[config.mk]
export PLATFORM = sky130hd
export DESIGN_NAME = multi_core_dispatcher
export DESIGN_NICKNAME = d
export VERILOG_FILES = /design/src/rtl/multi_core_dispatcher_pkg.sv /design/src/rtl/multi_core_dispatcher_lowest_free_core.sv /design/src/rtl/multi_core_dispatcher.sv
export SDC_FILE = /design/constraint.sdc
export NUM_CORES = 1
export LEC_CHECK = 0
export ABC_AREA = 1
export BUFFER_PORTS_ARGS = -buffer_cell sky130_fd_sc_hd__buf_4
export CAP_MARGIN = 10
export CELL_PAD_IN_SITES_DETAIL_PLACEMENT = 1
export CELL_PAD_IN_SITES_GLOBAL_PLACEMENT = 1
export CORE_UTILIZATION = 35
export CTS_CLUSTER_DIAMETER = 150
export CTS_CLUSTER_SIZE = 20
export DETAILED_ROUTE_END_ITERATION = 7
export GPL_TIMING_DRIVEN = 0
export PLACE_DENSITY_LB_ADDON = 0.1
export SETUP_SLACK_MARGIN = 0.3
export SYNTH_ARGS = -nofsm -noshare
export SYNTH_HDL_FRONTEND = slang
export SYNTH_SLANG_ARGS = --single-unit
[constraint.sdc]
create_clock -name clk -period 3.65 [get_ports clk]
set_clock_uncertainty 0.05 [all_clocks]
set_input_delay 0.73 -clock clk [delete_from_list [all_inputs] [get_ports clk]]
set_output_delay 0.73 -clock clk [all_outputs]
set_load 0.03 [all_outputs]
[src/rtl/multi_core_dispatcher_pkg.sv]
// Shared types and helpers for the multi-core block dispatcher.
package multi_core_dispatcher_pkg;

  // Default block-ID width; the top module takes it as its parameter default.
  localparam int DEFAULT_BLOCK_ID_WIDTH = 8;

  // Largest core count the dispatcher supports.
  localparam int MAX_CORES = 32;

  // Kernel-level FSM state, also exported on the debug port.
  typedef enum logic [1:0] {
    IDLE = 2'd0,
    RUN  = 2'd1,
    DONE = 2'd2
  } dispatcher_state_t;

  // Counter and ID types for the default width. Counters are one bit wider
  // than IDs so a full 2^BLOCK_ID_WIDTH kernel can be counted without a wrap.
  typedef logic [DEFAULT_BLOCK_ID_WIDTH:0]   block_count_t;
  typedef logic [DEFAULT_BLOCK_ID_WIDTH-1:0] block_id_t;

  // Number of set bits in a core vector, zero-extended to MAX_CORES bits.
  function automatic logic [5:0] popcount(input logic [MAX_CORES-1:0] v);
    logic [5:0] cnt;
    cnt = '0;
    for (int i = 0; i < MAX_CORES; i++) begin
      cnt = cnt + 6'(v[i]);
    end
    return cnt;
  endfunction

endpackage

[src/rtl/multi_core_dispatcher_lowest_free_core.sv]
// Find-first-set over the free-core vector: lowest free index wins.
module lowest_free_core #(
  parameter int N       = 2,
  parameter int INDEX_W = (N > 1) ? $clog2(N) : 1
) (
  input  logic [N-1:0]       free,
  output logic [INDEX_W-1:0] index,
  output logic               valid
);

  // Scan from the top so the lowest set bit is the last one written.
  always_comb begin
    index = '0;
    for (int i = N - 1; i >= 0; i--) begin
      if (free[i]) begin
        index = INDEX_W'(i);
      end
    end
    valid = |free;
  end

endmodule

[src/rtl/multi_core_dispatcher.sv]
// Multi-core dispatcher: hands out num_blocks thread blocks to NUM_CORES
// cores, one block per core at a time, and counts completions.
//
// Kernel handshake: start is a request sampled only in IDLE or DONE; it is
// accepted on that edge (no ready needed), busy is high for the whole RUN
// phase and done is a level held from the final completion until the next
// accepted start. Per core, core_reset is a one-cycle pulse carrying a new
// core_block_id, core_start then stays high until the first cycle where
// core_start & core_done are both high; core_done is ignored otherwise.
module multi_core_dispatcher
  import multi_core_dispatcher_pkg::*;
#(
  parameter int NUM_CORES      = 2,
  parameter int BLOCK_ID_WIDTH = DEFAULT_BLOCK_ID_WIDTH
) (
  input  logic                                     clk,
  input  logic                                     reset,
  input  logic                                     start,
  input  logic                                     abort,
  input  logic [BLOCK_ID_WIDTH:0]                  num_blocks,
  input  logic [NUM_CORES-1:0]                     core_done,
  output logic [NUM_CORES-1:0]                     core_start,
  output logic [NUM_CORES-1:0]                     core_reset,
  output logic [NUM_CORES-1:0][BLOCK_ID_WIDTH-1:0] core_block_id,
  output logic [BLOCK_ID_WIDTH:0]                  blocks_dispatched,
  output logic [BLOCK_ID_WIDTH:0]                  blocks_done,
  output logic                                     busy,
  output logic                                     done,
  output dispatcher_state_t                        fsm_state
);

  localparam int CW = BLOCK_ID_WIDTH + 1;
  localparam int IW = (NUM_CORES > 1) ? $clog2(NUM_CORES) : 1;

  dispatcher_state_t state, state_n;

  logic [CW-1:0]        num_q, num_n;
  logic [NUM_CORES-1:0] core_busy, core_busy_n;

  logic [NUM_CORES-1:0]                     core_start_n;
  logic [NUM_CORES-1:0]                     core_reset_n;
  logic [NUM_CORES-1:0][BLOCK_ID_WIDTH-1:0] core_block_id_n;
  logic [CW-1:0]                            dispatched_n;
  logic [CW-1:0]                            done_cnt_n;
  logic                                     busy_n;
  logic                                     done_n;

  logic [NUM_CORES-1:0] completing;
  logic [CW-1:0]        done_sum;
  logic [IW-1:0]        free_index;
  logic                 free_valid;

  assign fsm_state = state;

  // A core only completes while it is actually running.
  assign completing = core_start & core_done;
  assign done_sum   = blocks_done + CW'(popcount(MAX_CORES'(completing)));

  lowest_free_core #(
    .N       (NUM_CORES),
    .INDEX_W (IW)
  ) u_free (
    .free  (~core_busy),
    .index (free_index),
    .valid (free_valid)
  );

  // Next-state and next-output logic for the kernel FSM and per-core state.
  always_comb begin
    state_n         = state;
    core_start_n    = core_start;
    core_reset_n    = '0;
    core_block_id_n = core_block_id;
    // A core stays busy while resetting or running; once start has dropped
    // it frees on the following edge, so it is never re-issued in the cycle
    // it completes.
    core_busy_n     = core_busy & (core_start | core_reset);
    dispatched_n    = blocks_dispatched;
    done_cnt_n      = blocks_done;
    num_n           = num_q;
    busy_n          = busy;
    done_n          = done;

    unique case (state)
      IDLE, DONE: begin
        core_start_n = '0;
        if (start) begin
          num_n        = num_blocks;
          dispatched_n = '0;
          done_cnt_n   = '0;
          if (num_blocks != '0) begin
            state_n = RUN;
            busy_n  = 1'b1;
            done_n  = 1'b0;
          end else begin
            state_n = DONE;
            busy_n  = 1'b0;
            done_n  = 1'b1;
          end
        end
      end

      RUN: begin
        if (abort) begin
          // Abort beats any completion in the same cycle; counters hold.
          state_n      = IDLE;
          core_start_n = '0;
          core_reset_n = '1;
          core_busy_n  = '0;
          busy_n       = 1'b0;
          done_n       = 1'b0;
        end else begin
          // Completing cores drop start; last cycle's reset pulse raises it.
          core_start_n = (core_start & ~completing) | core_reset;
          done_cnt_n   = done_sum;
          if (done_sum == num_q) begin
            state_n = DONE;
            busy_n  = 1'b0;
            done_n  = 1'b1;
          end else if (free_valid && (blocks_dispatched < num_q)) begin
            core_reset_n[free_index]    = 1'b1;
            core_block_id_n[free_index] = blocks_dispatched[BLOCK_ID_WIDTH-1:0];
            core_busy_n[free_index]     = 1'b1;
            dispatched_n                = blocks_dispatched + CW'(1);
          end
        end
      end

      default: begin
        state_n = IDLE;
      end
    endcase
  end

  // FSM state register.
  always_ff @(posedge clk or negedge reset) begin
    if (!reset) begin
      state <= IDLE;
    end else begin
      state <= state_n;
    end
  end

  // Registered outputs and per-core bookkeeping.
  always_ff @(posedge clk or negedge reset) begin
    if (!reset) begin
      num_q             <= '0;
      core_busy         <= '0;
      core_start        <= '0;
      core_reset        <= '0;
      core_block_id     <= '0;
      blocks_dispatched <= '0;
      blocks_done       <= '0;
      busy              <= 1'b0;
      done              <= 1'b0;
    end else begin
      num_q             <= num_n;
      core_busy         <= core_busy_n;
      core_start        <= core_start_n;
      core_reset        <= core_reset_n;
      core_block_id     <= core_block_id_n;
      blocks_dispatched <= dispatched_n;
      blocks_done       <= done_cnt_n;
      busy              <= busy_n;
      done              <= done_n;
    end
  end

endmodule

==> results of run 1 <==
## kinds of logic after synthesis
| family | after synthesis | share of synthesized area, % |
|---|---|---|
| compound gates | 43 | 8.29 |
| xor+xnor | 1 | 0.307 |
| fa+ha+maj | 11 | 5.09 |
| buf+inv | 42 | 5.84 |
| flops | 53 | 46.5 |
| simple gates | 211 | 34.0 |
## how the worst max path moves through the flow
| stage | endpoint | slack, ps | cells past startpoint |
|---|---|---|---|
| 5_1_grt | core_block_id[10] | 530 | 16 |
| 4_1_cts | core_block_id[13] | 730 | 16 |
| 3_5_place_dp | core_block_id[10] | 400 | 14 |
| 2_1_floorplan | core_block_id[13] | 870 | 16 |
| 6_report | core_block_id[13] | 720 | 16 |
| 3_3_place_gp | core_block_id[11] | 450 | 14 |
## final cells by class
type	count	area share [%]
plain buffers	4	0.682
inverters	38	4.09
repair buffers	56	12.1
clock buffers	6	2.08
flip-flops and latches	53	38.0
well taps	102	3.66
multi-input cells	266	39.0
clock inverters	2	0.431
## power groups by stage
stage	registers [mW]	logic [mW]	clock network, mW
3_3_place_gp	0.803	0.787	0
6_report	0.794	0.800	0.346
2_1_floorplan	0.917	0.398	0
3_5_place_dp	0.807	0.810	0
5_1_grt	0.811	0.896	0.372
4_1_cts	0.797	0.814	0.361
## worst max-delay path, stage by stage
cell and delay (ps):
buf_4 80, nand2_1 70, fa_1 480, inv_1 90
ha_1 220, nand3_1 170, clkinv_1 120, nand3_1 90
nand2_1 100, nand2_1 70, o21ai_2 60, inv_2 60
nand3_4 120, nand4_1 380, nand2_1 190, nand2_1 60
## state kept, by name (all words and copies together) (netlist names)
name,cells
fsm_state,2
busy,1
core_reset,2
core_start,2
core_block_id,16
blocks_done,9
core_busy,2
blocks_dispatched,9
done,1
num_q,9
## routing by layer
layer / wire length [µm] / track usage (%)
met3: 245 / 3.15
met4: 101 / 5.21
met5: 0 / 0
met1: 3820 / 27.5
met2: 4060 / 36.7
## synth_stat cells (2+ instances only)
master / instances / share of area [%]
and3_1: 3 / 0.66
o22ai_1: 4 / 0.88
nand2_4: 3 / 1.2
ha_1: 10 / 4.4
inv_1: 32 / 4.2
nand4_1: 5 / 1.1
inv_2: 4 / 0.53
clkbuf_1: 2 / 0.26
dfrtp_1: 53 / 47
nor3_1: 6 / 1.1
nand2_2: 2 / 0.44
nor2_2: 2 / 0.44
o21ai_1: 2 / 0.35
clkinv_1: 2 / 0.26
o21ai_0: 20 / 3.5
a21oi_1: 12 / 2.1
nand3_1: 47 / 8.2
nor2_1: 11 / 1.4
nor2_4: 3 / 1.2
a22o_1: 2 / 0.61
nand2_1: 125 / 16
## metrics by stage
| step | instance area, µm² | instances |
|---|---|---|
| floorplan | 2850 | 361 |
| global placement | 3400 | 519 |
| CTS | 3490 | 527 |
| global route | 3490 | 527 |
| detailed placement | 3400 | 519 |
| finish | 3490 | 527 |
==> results.md, run 1 <==
- Clock buffer depth: 2
- Worst slack, placed: between 300 and 400 ps
- Share of layout cells above drive strength 1: between 10% and 20%
- Final wirelength: between 8000 and 9000 µm
- # resized after CTS: 0
- Worst-margin pin slew: 731 ps
- Critical Path Start: core_done[0]
- Final hold vios: 0
- RSZ-0062 raised after global routing: no
- Placed wire-length estimate: 6200 µm
- Antenna viol nets, final: 0
- Switching power share of the total: roughly 44%
- Critical Setup Path Class: in2reg
- Fillers: 1005
- Hold Slack: between 300 and 400 ps
- DIE HEIGHT: approximately 92 µm
- Max Cap Viol: 0
- Cell count after synthesis: roughly 360
- Setup Buffers After CTS: 0
- Internal power: about 1.1 mW
- Share of the clock period used by the worst path: approximately four fifths
- Clock root cell: clkbuf_8
- Area of the multi-input gates: between 1000 and 1500 µm²
- # DRC: 0
- Max Clk Rate: ~0.34 GHz
- Endpoints failing setup: 0
- DRT iter0 DRCs: 83
- R2r startpoint: core_start[0]
- Post-CTS Hold Fix Bufs: 0
- Later-pin clock latency in the skew report: around 310 ps
- Setup TNS: 0 ps
- Mean Syn Cell Area: approximately 7.9 µm²
- Nets: 450
- WP data required: 3810 ps
- CTS tree: yes
- Most common cell after layout, fill and taps aside: nand2_1
- Die area: 8510 µm²
- First-pass GRT wire length: around 14000 µm
- Vias post-DR: around 2600
- CP Data Arrival Time: just over 3000 ps
- Number of synthesized flops with an enable pin: 0
- GRT Overall Usage: between 20% and 30%
- Num CTS Buffers: 5
- Status: completed
- Total Power: ~1.9 mW
- Syn Nets: approximately 390
- Finished Core Util: between 40% and 50%
- First-pass DRT Iterations: 4
- Area grow syn2layout: 22.3%
- FF/Latch Area: between 1000 and 1500 µm²
- Reg power frac: 40.9%
- Unique cell type count in the Yosys netlist: 32
- Most frequent cells in the layout: nand2_1, buf_4, dfrtp_1
- Number of port buffers: 56
- Leakage: around 1.8 nW
- Largest net degree at the start of global routing: 54
- Peak VDD IR: 302 µV
- Vias in the first global route: ~2800
- Core area: around 7800 µm²
- Worst-path clk slew: about 100 ps
- Initial core utilization: between 30% and 40%
- FP Rows: 32
- Setup WS post-layout: around 720 ps
- Vias/cell: roughly 5.0
- Slew Limit Fails: 0
- Antenna cells: 0
- Clk pwr share: around 18%
- Grt ovf: 0
- Synth Register Bits: 53
- Fin crit period: 2930 ps
- Normalized max-slew margin: just over 50%
- Most used DFF post-synth: dfrtp_1
- H-tree Lvls: 2
- Synth async-reset ratio: 100%
- Mapped Area: ~2900 µm²
- Nature of the critical path startpoint: input pin
- Crit-path max FO: 8
- Drt wl/cell: 15.6 µm
- Post-synthesis sequential area ratio: a little under half
- Yosys Warn Count: 0
- Worst setup EP type: flop
- Worst min path class: in2async
- Antenna violations before repair: 0
- End of the worst register-to-register path: core_block_id[13]
- Die width: just over 90 µm
- P per Cell Area: approximately 560 nW/µm²
- Worst Reg-to-Reg Cells: 15
- Comb pwr share: just over 40%
- CTS Sinks: 53
- Reg2reg setup slack: approximately 790 ps
- Placer Congestion: 0.798
- Switching pwr: around 860 µW
- I/O pin total: 57
Note: power is estimated with default switching activity, not from simulation.
==> run 2: changes to the inputs <==
Clock period 3.65 ns to 2.37 ns, I/O delays scaled along.
==> run 2 against run 1 <==
Net effect: the run now ends with negative setup slack left; via count grew 3.1%; non-clock buffer count increased by 14; clock-buffer cell count grew 1.
==> results.md, run 2 (synthesis results as in run 1) <==
- Status: finished, violations left (was completed)
- Failing checks: negative setup slack
- H-tree Lvls: 2 (unchanged)
- Later-pin clock latency in the skew report: 310 ps (about the same)
- Max stage delay on crit path: 410 ps (was 480 ps)
- Worst slack, placed: -446 ps (was 398 ps)
- FP Rows: 32 (unchanged)
- Hold Slack: 151 ps (was 386 ps)
- Switching pwr: 1.36 mW (was 856 µW)
- Comb pwr share: 42.8% (was 41.2%)
- Switching power share of the total: 43.0% (was 44.1%)
- Num CTS Buffers: 5 (unchanged)
- DIE HEIGHT: 92.3 µm (unchanged)
- Worst Reg-to-Reg Cells: 16 (was 15)
- R2r startpoint: blocks_done[0] (was core_start[0])
- Placed wire-length estimate: 6030 µm (was 6200 µm)
- Share of layout cells above drive strength 1: 28.7% (was 19.5%)
- Initial core utilization: 36.5% (unchanged)
- Largest register FFs: 16 (unchanged)
- Vias in the first global route: 2946 (was 2754)
- Die width: 92.3 µm (unchanged)
- Fillers: 975 (was 1005)
- GRT Overall Usage: 21.9% (was 21.1%)
- WP data required: 2520 ps (was 3810 ps)
- Worst path slowest cell: fa_2 (was fa_1)
- Most frequent cells in the layout: nand2_1, buf_4, dfrtp_1 (unchanged)
- Drt wl/cell: 15.5 µm (was 15.6 µm)
- Vias post-DR: 2723 (was 2642)
- FF/Latch Area: 1330 µm² (about the same)
- End of the worst register-to-register path: core_block_id[11] (was core_block_id[13])
- Worst setup EP type: flop (unchanged)
- Internal power: 1.79 mW (was 1.08 mW)
- CP Data Arrival Time: 2600 ps (was 3080 ps)
- Slew Limit Fails: 0 (unchanged)
- Antenna violations before repair: 0 (unchanged)
- Vias/cell: 5.03 (was 5.01)
- Clock root cell: clkbuf_8 (unchanged)
- Biggest register: core_block_id (unchanged)
- Die area: 8510 µm² (unchanged)
- DP Area: 3420 µm² (was 3400 µm²)
- Max Clk Rate: between 0.4 and 0.5 GHz
- Largest net degree at the start of global routing: 54 (unchanged)
- Worst path bufs/invs: 3 (was 4)
- Critical-path cell list: inv_2 > fa_2 > inv_2 > ha_4 > nand3_4 > o21ai_1 > nand2_1 > nand2_1 > nand2_1 > nor2_2 > nand3_4 > nand2_4 > nor2_8 > buf_6 > nand3_1 > nand2_1 (was buf_4 > nand2_1 > fa_1 > inv_1 > ha_1 > nand3_1 > clkinv_1 > nand3_1 > nand2_1 > nand2_1 > o21ai_2 > inv_2 > nand3_4 > nand4_1 > nand2_1 > nand2_1)
- Placer Congestion: 0.788 (was 0.798)
- Setup TNS: -1550 ps (was 0 ps)
- Reg2reg setup slack: -80 ps (was 790 ps)
- First-pass DRT Iterations: 4 (unchanged)
- Design area: 3740 µm² (was 3490 µm²)
- Finished Core Util: 47.9% (was 44.7%)
- CP Depth: 16 (unchanged)
- Final hold vios: 0 (unchanged)
- Clk pwr share: 18.2% (was 17.8%)
- Worst min path class: in2async (unchanged)
- Endpoints failing setup: 30 (was 0)
- Setup WS post-layout: -79.2 ps (was 723 ps)
- Delay-heaviest family, CP: simple AND/OR/NAND/NOR gates (unchanged)
- # DRC: 0 (unchanged)
- Leakage: 1.92 nW (was 1.83 nW)
- Worst-path clk slew: 100 ps (about the same)
- First-pass GRT wire length: 14400 µm (was 14000 µm)
- Antenna viol nets, final: 0 (unchanged)
- Nature of the critical path startpoint: flop (was input pin)
- Total Power: 3.15 mW (was 1.94 mW)
- CTS tree: yes (unchanged)
- Most common cell after layout, fill and taps aside: nand2_1 (unchanged)
- Area of the multi-input gates: 1470 µm² (was 1360 µm²)
- Cells after DPL: 519 (unchanged)
- Number of port buffers: 56 (unchanged)
- Top cell by count, worst path: nand2_1 (unchanged)
- Peak VDD IR: 348 µV (was 302 µV)
- Reg power frac: 39.1% (was 40.9%)
- P per Cell Area: 842 nW/µm² (was 556 nW/µm²)
- Antenna cells: 0 (unchanged)
- Nets: 464 (was 450)
- Core area: 7810 µm² (unchanged)
- Area grow syn2layout: 31.2% (was 22.3%)
- Critical Setup Path Class: reg2reg (was in2reg)
- Fin crit period: around 2400 ps
- RSZ-0062 raised after global routing: yes (was no)
- CTS Sinks: 53 (unchanged)
- Final wirelength: 8390 µm (was 8230 µm)
- Normalized max-slew margin: 52.5% (was 51.1%)
- Crit-path max FO: 6 (was 8)
- Worst-margin pin slew: 713 ps (was 731 ps)
- Grt ovf: 0 (unchanged)
- DRT iter0 DRCs: 53 (was 83)
- Clock buffer depth: 2 (unchanged)
- Max Cap Viol: 0 (unchanged)
- Non-Filler Instances: 541 (was 527)
- I/O pin total: 57 (unchanged)
- Share of the clock period used by the worst path: 103%
==> run 2: power groups by stage <==
| stage | Combinational [mW] | Sequential [mW] | Clock [mW] |
|---|---|---|---|
| 2_1_floorplan | 0.618 | 1.41 | 0 |
| 3_3_place_gp | 1.21 | 1.24 | 0 |
| 3_5_place_dp | 1.24 | 1.25 | 0 |
| 4_1_cts | 1.33 | 1.23 | 0.600 |
| 5_1_grt | 1.49 | 1.26 | 0.632 |
| 6_report | 1.35 | 1.23 | 0.572 |
==> run 2: layout make-up <==
class,count,share of cell area (%)
flip-flops and latches,53,35.6
inverters,38,3.85
plain buffers,4,0.635
multi-input cells,266,39.4
repair buffers,70,14.4
clock buffers,7,2.58
clock inverters,1,0.134
well taps,102,3.41
==> run 2: worst max path at each step <==
stage	slack (ps)	start	endpoint
CTS	-110	blocks_done[0]	core_block_id[1]
finish	-80	blocks_done[0]	core_block_id[11]
detailed placement	-450	core_done[1]	core_block_id[10]
floorplan	-70	core_start[1]	core_block_id[13]
global route	-230	blocks_done[0]	core_block_id[4]
global placement	-400	core_done[1]	core_block_id[0]
==> run 2: worst register-to-register path: stages, from the launching register on <==
cell and delay (ps):
dfrtp_2 390, inv_2 50, fa_2 410, inv_2 80
ha_4 160, nand3_4 80, o21ai_1 150, nand2_1 120
nand2_1 90, nand2_1 60, nor2_2 130, nand3_4 140
nand2_4 130, nor2_8 60, buf_6 150, nand3_1 60
nand2_1 70
==> run 2: repair_timing <==
| item | in CTS | in global routing |
|---|---|---|
| gates cloned | 1 | 0 |
| setup buffers | 11 | 2 |
| hold endpoints to repair | 0 | 0 |
| gates resized for setup | 21 | 8 |
| pin swaps | 15 | 15 |
| setup endpoints to repair | 42 | 42 |
| hold buffers | 0 | 0 |
==> run 2: layer usage <==
metal	wire (µm)	track usage (%)
met5	0	0
met4	101	4.95
met3	266	3.90
met2	4360	39.6
met1	3670	26.8
